[src/rtl/riscv_pkg.sv]
`default_nettype none
// =============================================================================
// riscv_pkg : shared ALU op codes, branch condition codes and EX FSM states.
// Rev 1.0
// =============================================================================
package riscv_pkg;

    localparam logic [3:0] c_ALU_ADD  = 4'd0;
    localparam logic [3:0] c_ALU_SUB  = 4'd1;
    localparam logic [3:0] c_ALU_AND  = 4'd2;
    localparam logic [3:0] c_ALU_OR   = 4'd3;
    localparam logic [3:0] c_ALU_XOR  = 4'd4;
    localparam logic [3:0] c_ALU_SLL  = 4'd5;
    localparam logic [3:0] c_ALU_SRL  = 4'd6;
    localparam logic [3:0] c_ALU_SRA  = 4'd7;
    localparam logic [3:0] c_ALU_SLT  = 4'd8;
    localparam logic [3:0] c_ALU_SLTU = 4'd9;
    localparam logic [3:0] c_ALU_MUL  = 4'd10;

    localparam logic [2:0] c_BR_BEQ  = 3'b000;
    localparam logic [2:0] c_BR_BNE  = 3'b001;
    localparam logic [2:0] c_BR_BLT  = 3'b100;
    localparam logic [2:0] c_BR_BGE  = 3'b101;
    localparam logic [2:0] c_BR_BLTU = 3'b110;
    localparam logic [2:0] c_BR_BGEU = 3'b111;

    typedef enum logic [0:0] {
        ST_IDLE = 1'b0,
        ST_MUL  = 1'b1
    } ex_state_e;

endpackage
`default_nettype wire

[src/rtl/riscv_alu.sv]
`default_nettype none
// =============================================================================
// riscv_alu : single-cycle integer ALU and branch comparator.
// Rev 1.0
// =============================================================================
module riscv_alu
    import riscv_pkg::*;
#(
    parameter int WORD_SIZE = 32
) (
    input  logic [3:0]           op_i,
    input  logic [WORD_SIZE-1:0] a_i,
    input  logic [WORD_SIZE-1:0] b_i,
    input  logic [2:0]           cond_i,
    input  logic [WORD_SIZE-1:0] cmp_b_i,
    output logic [WORD_SIZE-1:0] result_o,
    output logic                 cond_true_o
);
    localparam int SW = $clog2(WORD_SIZE);

    logic [SW-1:0] w_shamt;
    logic          w_slt;
    logic          w_sltu;

    assign w_shamt = b_i[SW-1:0];
    assign w_slt   = $signed(a_i) < $signed(b_i);
    assign w_sltu  = a_i < b_i;

    // MUL is handled by the iterative unit in the stage; here it yields 0
    always_comb begin
        result_o = '0;
        case (op_i)
            c_ALU_ADD:  result_o = a_i + b_i;
            c_ALU_SUB:  result_o = a_i - b_i;
            c_ALU_AND:  result_o = a_i & b_i;
            c_ALU_OR:   result_o = a_i | b_i;
            c_ALU_XOR:  result_o = a_i ^ b_i;
            c_ALU_SLL:  result_o = a_i << w_shamt;
            c_ALU_SRL:  result_o = a_i >> w_shamt;
            c_ALU_SRA:  result_o = $unsigned($signed(a_i) >>> w_shamt);
            c_ALU_SLT:  result_o = {{(WORD_SIZE-1){1'b0}}, w_slt};
            c_ALU_SLTU: result_o = {{(WORD_SIZE-1){1'b0}}, w_sltu};
            default:    result_o = '0;
        endcase
    end

    always_comb begin
        cond_true_o = 1'b0;
        case (cond_i)
            c_BR_BEQ:  cond_true_o = (a_i == cmp_b_i);
            c_BR_BNE:  cond_true_o = (a_i != cmp_b_i);
            c_BR_BLT:  cond_true_o = ($signed(a_i) <  $signed(cmp_b_i));
            c_BR_BGE:  cond_true_o = ($signed(a_i) >= $signed(cmp_b_i));
            c_BR_BLTU: cond_true_o = (a_i <  cmp_b_i);
            c_BR_BGEU: cond_true_o = (a_i >= cmp_b_i);
            default:   cond_true_o = 1'b0;
        endcase
    end

endmodule
`default_nettype wire

[src/rtl/riscv_ex_stage.sv]
`default_nettype none
// =============================================================================
// riscv_ex_stage : execute stage with operand forwarding, branch resolution,
//                  shift-add multiplier and an elastic output register.
// Rev 1.0
// =============================================================================
module riscv_ex_stage
    import riscv_pkg::*;
#(
    parameter int  WORD_SIZE     = 32,
    parameter int  REGFILE_COUNT = 32,
    parameter bit  MUL_EN        = 1'b1,
    localparam int AW            = $clog2(REGFILE_COUNT)
) (
    input  logic                 clk_i,
    input  logic                 rst_ni,
    input  logic                 flush_i,
    input  logic                 valid_i,
    output logic                 ready_o,
    input  logic [WORD_SIZE-1:0] pc_i,
    input  logic [WORD_SIZE-1:0] rs1_data_i,
    input  logic [WORD_SIZE-1:0] rs2_data_i,
    input  logic [WORD_SIZE-1:0] imm_i,
    input  logic [AW-1:0]        rs1_addr_i,
    input  logic [AW-1:0]        rs2_addr_i,
    input  logic [AW-1:0]        rd_addr_i,
    input  logic [3:0]           alu_op_i,
    input  logic                 alu_src_i,
    input  logic                 branch_i,
    input  logic                 jump_i,
    input  logic                 jalr_i,
    input  logic [2:0]           br_cond_i,
    input  logic                 mem_wen_i,
    input  logic                 wb_wen_i,
    input  logic [AW-1:0]        mem_rd_i,
    input  logic [AW-1:0]        wb_rd_i,
    input  logic [WORD_SIZE-1:0] mem_data_i,
    input  logic [WORD_SIZE-1:0] wb_data_i,
    output logic                 valid_o,
    input  logic                 ready_i,
    output logic [WORD_SIZE-1:0] alu_out_o,
    output logic [WORD_SIZE-1:0] rs2_data_o,
    output logic [AW-1:0]        rd_addr_o,
    output logic                 zero_o,
    output logic                 br_taken_o,
    output logic [WORD_SIZE-1:0] br_target_o
);
    localparam int CW = $clog2(WORD_SIZE);

    ex_state_e            r_state;
    logic [CW-1:0]        r_cnt;
    logic [WORD_SIZE-1:0] r_mcand;
    logic [WORD_SIZE-1:0] r_mplier;
    logic [WORD_SIZE-1:0] r_acc;
    logic [AW-1:0]        r_mul_rd;
    logic [WORD_SIZE-1:0] r_mul_rs2;

    logic [WORD_SIZE-1:0] w_a;
    logic [WORD_SIZE-1:0] w_rs2;
    logic [WORD_SIZE-1:0] w_b;
    logic [WORD_SIZE-1:0] w_alu_res;
    logic [WORD_SIZE-1:0] w_result;
    logic [WORD_SIZE-1:0] w_jalr_sum;
    logic [WORD_SIZE-1:0] w_br_target;
    logic [WORD_SIZE-1:0] w_acc_next;
    logic                 w_cond;
    logic                 w_br_taken;
    logic                 w_accept;
    logic                 w_is_mul;
    logic                 w_mul_last;

    // MEM stage wins over WB; x0 is never forwarded
    function automatic logic [WORD_SIZE-1:0] fwd_sel(
        input logic [AW-1:0]        addr,
        input logic [WORD_SIZE-1:0] id_data,
        input logic                 mem_wen,
        input logic [AW-1:0]        mem_rd,
        input logic [WORD_SIZE-1:0] mem_data,
        input logic                 wb_wen,
        input logic [AW-1:0]        wb_rd,
        input logic [WORD_SIZE-1:0] wb_data
    );
        if (mem_wen && mem_rd == addr && addr != '0) return mem_data;
        if (wb_wen && wb_rd == addr && addr != '0)   return wb_data;
        return id_data;
    endfunction

    assign w_a   = fwd_sel(rs1_addr_i, rs1_data_i, mem_wen_i, mem_rd_i, mem_data_i,
                           wb_wen_i, wb_rd_i, wb_data_i);
    assign w_rs2 = fwd_sel(rs2_addr_i, rs2_data_i, mem_wen_i, mem_rd_i, mem_data_i,
                           wb_wen_i, wb_rd_i, wb_data_i);
    assign w_b   = alu_src_i ? imm_i : w_rs2;

    riscv_alu #(
        .WORD_SIZE (WORD_SIZE)
    ) u_alu (
        .op_i        (alu_op_i),
        .a_i         (w_a),
        .b_i         (w_b),
        .cond_i      (br_cond_i),
        .cmp_b_i     (w_rs2),
        .result_o    (w_alu_res),
        .cond_true_o (w_cond)
    );

    assign w_result    = jump_i ? (pc_i + WORD_SIZE'(4)) : w_alu_res;
    assign w_br_taken  = jump_i | (branch_i & w_cond);
    assign w_jalr_sum  = w_a + imm_i;
    assign w_br_target = jalr_i ? {w_jalr_sum[WORD_SIZE-1:1], 1'b0} : (pc_i + imm_i);

    assign ready_o    = (r_state == ST_IDLE) && (!valid_o || ready_i);
    assign w_accept   = valid_i && ready_o;
    assign w_is_mul   = MUL_EN && (alu_op_i == c_ALU_MUL) && !jump_i;
    assign w_acc_next = r_acc + (r_mplier[0] ? r_mcand : '0);
    assign w_mul_last = (r_cnt == CW'(WORD_SIZE - 1));

    always_ff @(posedge clk_i or negedge rst_ni) begin
        if (!rst_ni) begin
            r_state     <= ST_IDLE;
            r_cnt       <= '0;
            r_mcand     <= '0;
            r_mplier    <= '0;
            r_acc       <= '0;
            r_mul_rd    <= '0;
            r_mul_rs2   <= '0;
            valid_o     <= 1'b0;
            br_taken_o  <= 1'b0;
            zero_o      <= 1'b0;
            alu_out_o   <= '0;
            rs2_data_o  <= '0;
            br_target_o <= '0;
            rd_addr_o   <= '0;
        end else if (flush_i) begin
            r_state    <= ST_IDLE;
            r_cnt      <= '0;
            valid_o    <= 1'b0;
            br_taken_o <= 1'b0;
        end else if (r_state == ST_MUL) begin
            r_acc    <= w_acc_next;
            r_mcand  <= r_mcand << 1;
            r_mplier <= r_mplier >> 1;
            r_cnt    <= r_cnt + CW'(1);
            if (w_mul_last) begin
                r_state    <= ST_IDLE;
                r_cnt      <= '0;
                valid_o    <= 1'b1;
                br_taken_o <= 1'b0;
                alu_out_o  <= w_acc_next;
                zero_o     <= (w_acc_next == '0);
                rd_addr_o  <= r_mul_rd;
                rs2_data_o <= r_mul_rs2;
            end
        end else if (w_accept) begin
            if (w_is_mul) begin
                r_state    <= ST_MUL;
                r_cnt      <= '0;
                r_acc      <= '0;
                r_mcand    <= w_a;
                r_mplier   <= w_b;
                r_mul_rd   <= rd_addr_i;
                r_mul_rs2  <= w_rs2;
                valid_o    <= 1'b0;
                br_taken_o <= 1'b0;
            end else begin
                valid_o     <= 1'b1;
                br_taken_o  <= w_br_taken;
                alu_out_o   <= w_result;
                zero_o      <= (w_result == '0);
                rs2_data_o  <= w_rs2;
                rd_addr_o   <= rd_addr_i;
                br_target_o <= w_br_target;
            end
        end else if (ready_i) begin
            valid_o    <= 1'b0;
            br_taken_o <= 1'b0;
        end
    end

endmodule
`default_nettype wire

[config.mk]
export PLATFORM = sky130hd
export DESIGN_NAME = riscv_ex_stage
export DESIGN_NICKNAME = d
export VERILOG_FILES = /design/src/rtl/riscv_pkg.sv /design/src/rtl/riscv_alu.sv /design/src/rtl/riscv_ex_stage.sv
export SDC_FILE = /design/constraint.sdc
export NUM_CORES = 2
export LEC_CHECK = 0
export ABC_AREA = 1
export CORE_MARGIN = 8
export CORE_UTILIZATION = 55
export CTS_CLUSTER_DIAMETER = 100
export DETAILED_ROUTE_END_ITERATION = 8
export PLACE_DENSITY_LB_ADDON = 0.12
export SETUP_SLACK_MARGIN = 0.15
export SLEW_MARGIN = 20
export SYNTH_ARGS = -nofsm -noshare
export SYNTH_HDL_FRONTEND = slang
export SYNTH_SLANG_ARGS = --single-unit
[constraint.sdc]
create_clock -name clk_i -period 7.8 [get_ports clk_i]
set_input_delay 1.95 -clock clk_i [delete_from_list [all_inputs] [get_ports clk_i]]
set_output_delay 1.95 -clock clk_i [all_outputs]
set_load 0.005 [all_outputs]
Yosys cells after proc, flatten, opt, wreduce, memory -nomap -nowiden
Index checks and enable logic that the tools add are counted.
- bits of input ports: 235
- flip-flop bits (word level): 243
- output and inout bits: 105
- logic and storage cells: 160
- $lt $le $gt $ge: 6
- multiplexer cells: 66
- add/subtract/negate cells: 7
- reductions and logical operators: 31
- bitwise logic cells: 8
- equality and inequality tests: 25
- shift operators: 3
- operator list (kind ; count):
    32-bit 2-to-1 mux ; 29
    32-bit case mux with 10 select lines ; 1
    32-bit adder ; 4
    32-bit < comparator ; 4
    32-bit greater-or-equal comparator ; 2
    32-bit zero test ; 2
    5-bit 2-to-1 mux ; 9
    32-bit by 3-bit adder with 32-bit output, second input constant ; 1
    32-bit AND ; 1
    32-bit == test ; 1
    32-bit inequality test ; 1
    32-bit bitwise OR ; 1
    32-bit by 5-bit << shifter with 32-bit output ; 1
    32-bit by 5-bit right shift with 32-bit output ; 1
    32-bit by 5-bit >>> shifter with 32-bit output ; 1
    32-bit subtractor ; 1
    32-bit XOR ; 1
    1-bit 2-to-1 mux ; 26
    5-bit == test ; 4
    4-bit by 3-bit == test with 1-bit output, second input constant ; 4
    3-bit == test, second input constant ; 4
    4-bit == test, second input constant ; 3
    4-bit AND reduction ; 3
    1-bit logical AND ; 11
    other kinds (22) ; 30

Logic depth before layout (Yosys ltp)
- depth in word-level cells: 15
- depth in mapped cells: 40
- gate-level depth less buffers: 37

Modules after synthesis
Synthesis repeated with hierarchy kept, for this count alone.
- cell total of the unflattened synthesis: 4994
- area, all modules: 30341.6 µm²
- by module, submodules not included (module ; cells each ; seq. area each (µm²) ; instances ; area an instance (µm²)):
    riscv_ex_stage ; 2896 ; 6080.8 ; 1 ; 19814.0
    riscv_alu ; 2098 ; 0.0 ; 1 ; 10527.6

Worst setup path before layout
No wires, ideal clock.
- path kind: input-to-reg
- start: in rs2_addr_i[1]
- end: reg zero_o
- path buffers: 3
- data required time: 7.727 ns
- setup time: 0.073 ns
- cell stages on the path: 33
- arrival time: 5.726 ns
- setup slack: 2.001 ns
- cells stage by stage: inv_2 -> nand2_1 -> nor2_2 -> nor2_4 -> nand2_2 -> buf_6 -> clkbuf_1 -> nand2_1 -> nand3_1 -> o21ai_0 -> o21ai_0 -> ha_1 -> clkbuf_1 -> nor2_1 -> nand2_1 -> inv_1 -> nand2_1 -> o211ai_1 -> nand4_1 -> o211ai_1 -> xor2_1 -> nor2_1 -> nor2_1 -> nand3_1 -> nor2_1 -> nor2_1 -> nor2_1 -> nand2_1 -> nor2_1 -> nand3_1 -> nor2_1 -> nand2_1 -> a21oi_2
- cells in the longest elaborated chain, start to end: 15
- elaborated cells on any way between the ends: 30
- those cells by class: 2 x add/sub; 2 x order compare; 2 x eq/ne; 3 x shift; 12 x mux; 3 x bitwise; 6 x reduce/logical
- ends and longest elaborated chain (what ; RTL line ; text):
    start, declared ; riscv_ex_stage.sv:25 ; input logic [AW-1:0] rs2_addr_i,
    5-bit == test ; riscv_ex_stage.sv:84 ; if (wb_wen && wb_rd == addr && addr != '0) return wb_data;
    1-bit logical AND (2 in a row) ; riscv_ex_stage.sv:84 ;
    1-bit 2-to-1 mux (2 in a row) ; riscv_ex_stage.sv:84 ;
    32-bit 2-to-1 mux ; riscv_ex_stage.sv:85 ; return id_data;
    32-bit 2-to-1 mux (*) ; riscv_ex_stage.sv:84 ;
    32-bit 2-to-1 mux (*) ; riscv_ex_stage.sv:92 ; assign w_b = alu_src_i ? imm_i : w_rs2;
    32-bit subtractor, or another cell as far along ; riscv_alu.sv:34 ; c_ALU_SUB: result_o = a_i - b_i;
    32-bit case mux with 10 select lines (*) ; riscv_alu.sv:32 ; case (op_i)
    32-bit 2-to-1 mux (*) ; riscv_ex_stage.sv:106 ; assign w_result = jump_i ? (pc_i + WORD_SIZE'(4)) : w_alu_res;
    32-bit zero test (*) ; riscv_ex_stage.sv:168 ; zero_o <= (w_result == '0);
    1-bit 2-to-1 mux (*) ; riscv_ex_stage.sv:154 ; if (w_is_mul) begin
    1-bit 2-to-1 mux (*) ; riscv_ex_stage.sv:153 ; end else if (w_accept) begin
    1-bit 2-to-1 mux (*) ; riscv_ex_stage.sv:138 ; end else if (r_state == ST_MUL) begin
    end signal, assigned ; riscv_ex_stage.sv:149 ; zero_o <= (w_acc_next == '0);
    end signal, assigned ; riscv_ex_stage.sv:168 ;
    end, declared ; riscv_ex_stage.sv:44 ; output logic zero_o,
Mark *: on every way between the ends. The rest lies on a longest branch, timed or not. The select of a mux whose other input is x is not followed.
A chain may end at the register's enable or synchronous reset.

Final worst setup path
- start: in rs2_addr_i[0]
- end: reg zero_o
The elaborated chain is that of the path after synthesis.

==> impl_summary.txt <==
----------------------------------------------------
[Synth]
  Nets in the synthesized netlist ... 5035
  Main combinational cell family by area after synthesis ... simple AND/OR/NAND/NOR gates
  Synthesized-area fraction occupied by xor and xnor cells ... 0.0187
  EDFF count, synth ... 0
  Cell types with the largest area share after synthesis ... dfrtp_1 (22%), nand2_1 (16%), ha_1 (10%)
  Synthesized netlist cell count ... 4563
  Synthesized-area fraction occupied by ao, oa, aoi and oai cells ... 0.229
  Ys async rst share ... 1.00
  YS warnings ... 0
  Share of synthesized area spent on multiplexers ... 0.000356
  Number of synthesized register bits ... 243
  Synth Cell Area ... 28100 µm²
  Syn Area/Cell ... 6.16 µm²
  Dominant cell by count in the synthesized netlist ... nand2_1
  Flip-flop cell with the highest count after synthesis ... dfrtp_1
  Seq/Total Area, Yosys ... 0.216
  Count of different cell masters after synthesis ... 65
  Area share of fa/ha/maj cells after synthesis ... 0.107
  Fraction of synthesized cell area taken by the top area cell type ... 0.216
  Leading area contributor after synthesis ... dfrtp_1
  Post-synthesis simple-gate area fraction ... 0.336
  List of most frequent post-synthesis cells ... nand2_1 (1196), nand3_1 (519), a21oi_1 (471)

[Final layout]
  Fillcell total ... 4651
  Synthesis-to-layout area growth ... 20.3%
  Share of post-route cells with drive strength above 1 ... 0.0635
  Final Util ... 0.664
  Total Nets Final ... 5359
  Final cell count without fillers ... 5599

[Die]
  Initial core utilization ... 0.552
  Full die area ... 58600 µm²
  Vert. Die Dim ... 242 µm
  Die Span X ... 242 µm
  Number of primary I/O pins ... 340
  Area of the core ... 50900 µm²
  Placement Rows ... 83

[Clocking]
  CTS Hold Bufs ... 0
  TritonCTS clock tree ... built
  Post-cts sizing count ... 0
  Number of buffers created by CTS ... 29
  Root buffer selected by CTS ... clkbuf_16
  Clock transition at the registers of the reported paths ... 0.06 ns
  Worst-case clock buffer depth ... 3
  Clock latency of the later-clocked register in the worst-skew pair ... 0.61 ns
  CTS HTree Levels ... 1
  Number of sinks on the clock net ... 243
  Setup bufs post-CTS ... 0

[Placed design]
  Post-detailed-placement half-perimeter wirelength ... 116000 µm
  Port-buffer cells ... 339
  Cell count after placement ... 5536
  Minimum setup slack after placement ... 0.166 ns
  Weighted congestion reported at the end of routability-driven placement ... 1.18

[Worst setup path]
  Cell seen most often among critical-path stages ... nand2_1
  Type of element capturing the critical path ... flip-flop
  Launching element type of the critical path ... primary input
  Required time of the critical path ... 8.32 ns
  Maximum fanout along the worst path ... 12
  Critical setup path kind ... in2reg
  Cell at the slowest stage of the critical path ... o21ai_0
  Worst path max stage delay ... 0.59 ns
  Data arrival time of the critical path ... 7.93 ns

[Routing]
  Met2 WL post-DR ... 58300 µm
  Top sig layer ... met5
  DRC viols ... 0
  Mean number of vias per cell ... 6.43
  Antenna Nets Post-Route ... 0
  Metal3 WL ... 22600 µm
  Router iterations before antenna repair ... 8
  Average wire length per cell after detail routing ... 25.9 µm
  Met1 routed wirelength after detailed routing ... 51800 µm
  Count of vias placed by the detailed router ... 36.0k
  Number of design-rule violations left by the first detailed-router iteration ... 5407
  Total routed wirelength ... 145000 µm

[Status]
  Run status ... complete, no violations

[GRT]
  Final global-route overflow total ... 0
  Total routing resource utilization after global routing ... 0.469
  Via count of the first global-routing pass ... 33.6k
  Maximum number of pins on one net before global-route repair ... 152
  Antenna violations before repair ... 12
  First-pass GRT wire length ... 212000 µm

[Run]
  Maximum capacitance violations ... 0

[Timing]
  Final sum of negative setup slack ... 0 ns
  Worst Clk Skew ... 0.0198 ns
  Setup repair after global routing missed its margin ... false
  Final Setup Violations ... 0
  Slew Limit Headroom ... 0.209
  Final Hold Vio Count ... 0
  Final max-slew violation count ... 0
  Post-layout worst setup margin ... 0.391 ns
  Final worst path period share ... 0.950
  Worst Tran Pin Value ... 1.18 ns
  Post-route minimum period ... 7.41 ns
  Max frequency ... 135 MHz

[Hold path]
  Hold WC Path Type ... reg2reg

[Pwr]
  Power per cell area ... 191 nW/µm²
  Max VDD drop ... 0.186 mV
  Power after layout ... 6450 µW
  Leakage power total ... 0.0167 µW

----------------------------------------------------
==> layout make-up <==
cell class | instances | area, µm² | share of cell area
Sequential cell | 243 | 6080 | 0.180
Antenna cell | 9 | 22.5 | 0.000666
Clock inverter | 19 | 254 | 0.00752
Clock buffer | 35 | 768 | 0.0227
Timing Repair Buffer | 507 | 4710 | 0.139
Tap cell | 680 | 851 | 0.0252
Multi-Input combinational cell | 3671 | 19500 | 0.576
Inverter | 435 | 1640 | 0.0484
==> metrics by stage <==
step           area, µm²  hold slack (ns)
4_1_cts            33800            0.482
3_5_place_dp       32700            0.464
2_1_floorplan      28100            0.448
5_1_grt            33800            0.501
6_report           33800            0.480
3_3_place_gp       32700            0.459
==> layer usage <==
layer / vias to the layer above / GRT usage
li1: 16000 / -
met2: 2864 / 0.674
met4: 10 / 0.314
met5: - / 0
met3: 685 / 0.200
met1: 16400 / 0.564
==> sequential cells by signal, summed over array words and instances (netlist names) <==
register and count:
r_mul_rs2 32, valid_o 1, br_target_o 32, br_taken_o 1, r_mcand 32, r_state 1, r_acc 32, rs2_data_o 32
r_cnt 5, zero_o 1, r_mplier 32, r_mul_rd 5, alu_out_o 32, rd_addr_o 5
==> logic make-up after synthesis <==
kind of cell / after synthesis
adders and majority gates: 237
and+or+nand+nor: 2236
xor gates and xnor gates: 60
AOI/OAI and AO/OA: 1137
buffers and inverters: 649
muxes: 1
DFF: 243
==> power by group <==
group / leakage (µW) / internal [µW] / switching [µW]
clock network: 0.000488 / 850 / 635
logic: 0.0132 / 1200 / 2000
registers: 0.00296 / 1540 / 229
total: 0.0167 / 3590 / 2860
==> cells in the final DEF, fill, tap and decap left out, types with 32 or more instances in the layout <==
master	instances
nand2_1	1196
nand3_1	519
a21oi_1	471
inv_1	411
o21ai_0	381
nor2_1	362
clkdlybuf4s50_1	338
dfrtp_1	242
ha_1	232
buf_4	163
o21a_1	67
o211ai_1	44
nand4_1	39
nor3_1	35
xor2_1	32
==> final timing paths <==
| path | endpoint | depth (start not counted) | slack, ns | from |
|---|---|---|---|---|
| max reg2reg | zero_o$_DFFE_PN0P_ | 19 | 3.20 | r_mplier[0]$_DFFE_PN0P_ |
| min | br_target_o[30]$_DFFE_PN0P_ | 2 | 0.48 | br_target_o[30]$_DFFE_PN0P_ |
| max in group asynchronous | r_mplier[6]$_DFFE_PN0P_ | 2 | 5.03 | rst_ni |
| max | zero_o$_DFFE_PN0P_ | 31 | 0.39 | rs2_addr_i[0] |
| min reg2reg | br_target_o[30]$_DFFE_PN0P_ | 2 | 0.48 | br_target_o[30]$_DFFE_PN0P_ |
| min in group asynchronous | br_target_o[26]$_DFFE_PN0P_ | 1 | 1.38 | rst_ni |
==> critical path, delay by kind of cell <==
kind	cells	cell delay (ns)
buf+inv	5	1.02
simple gates	16	2.23
compound gates	9	2.19
fa+ha+maj	1	0.54
Power figures use the tool's default switching activity.
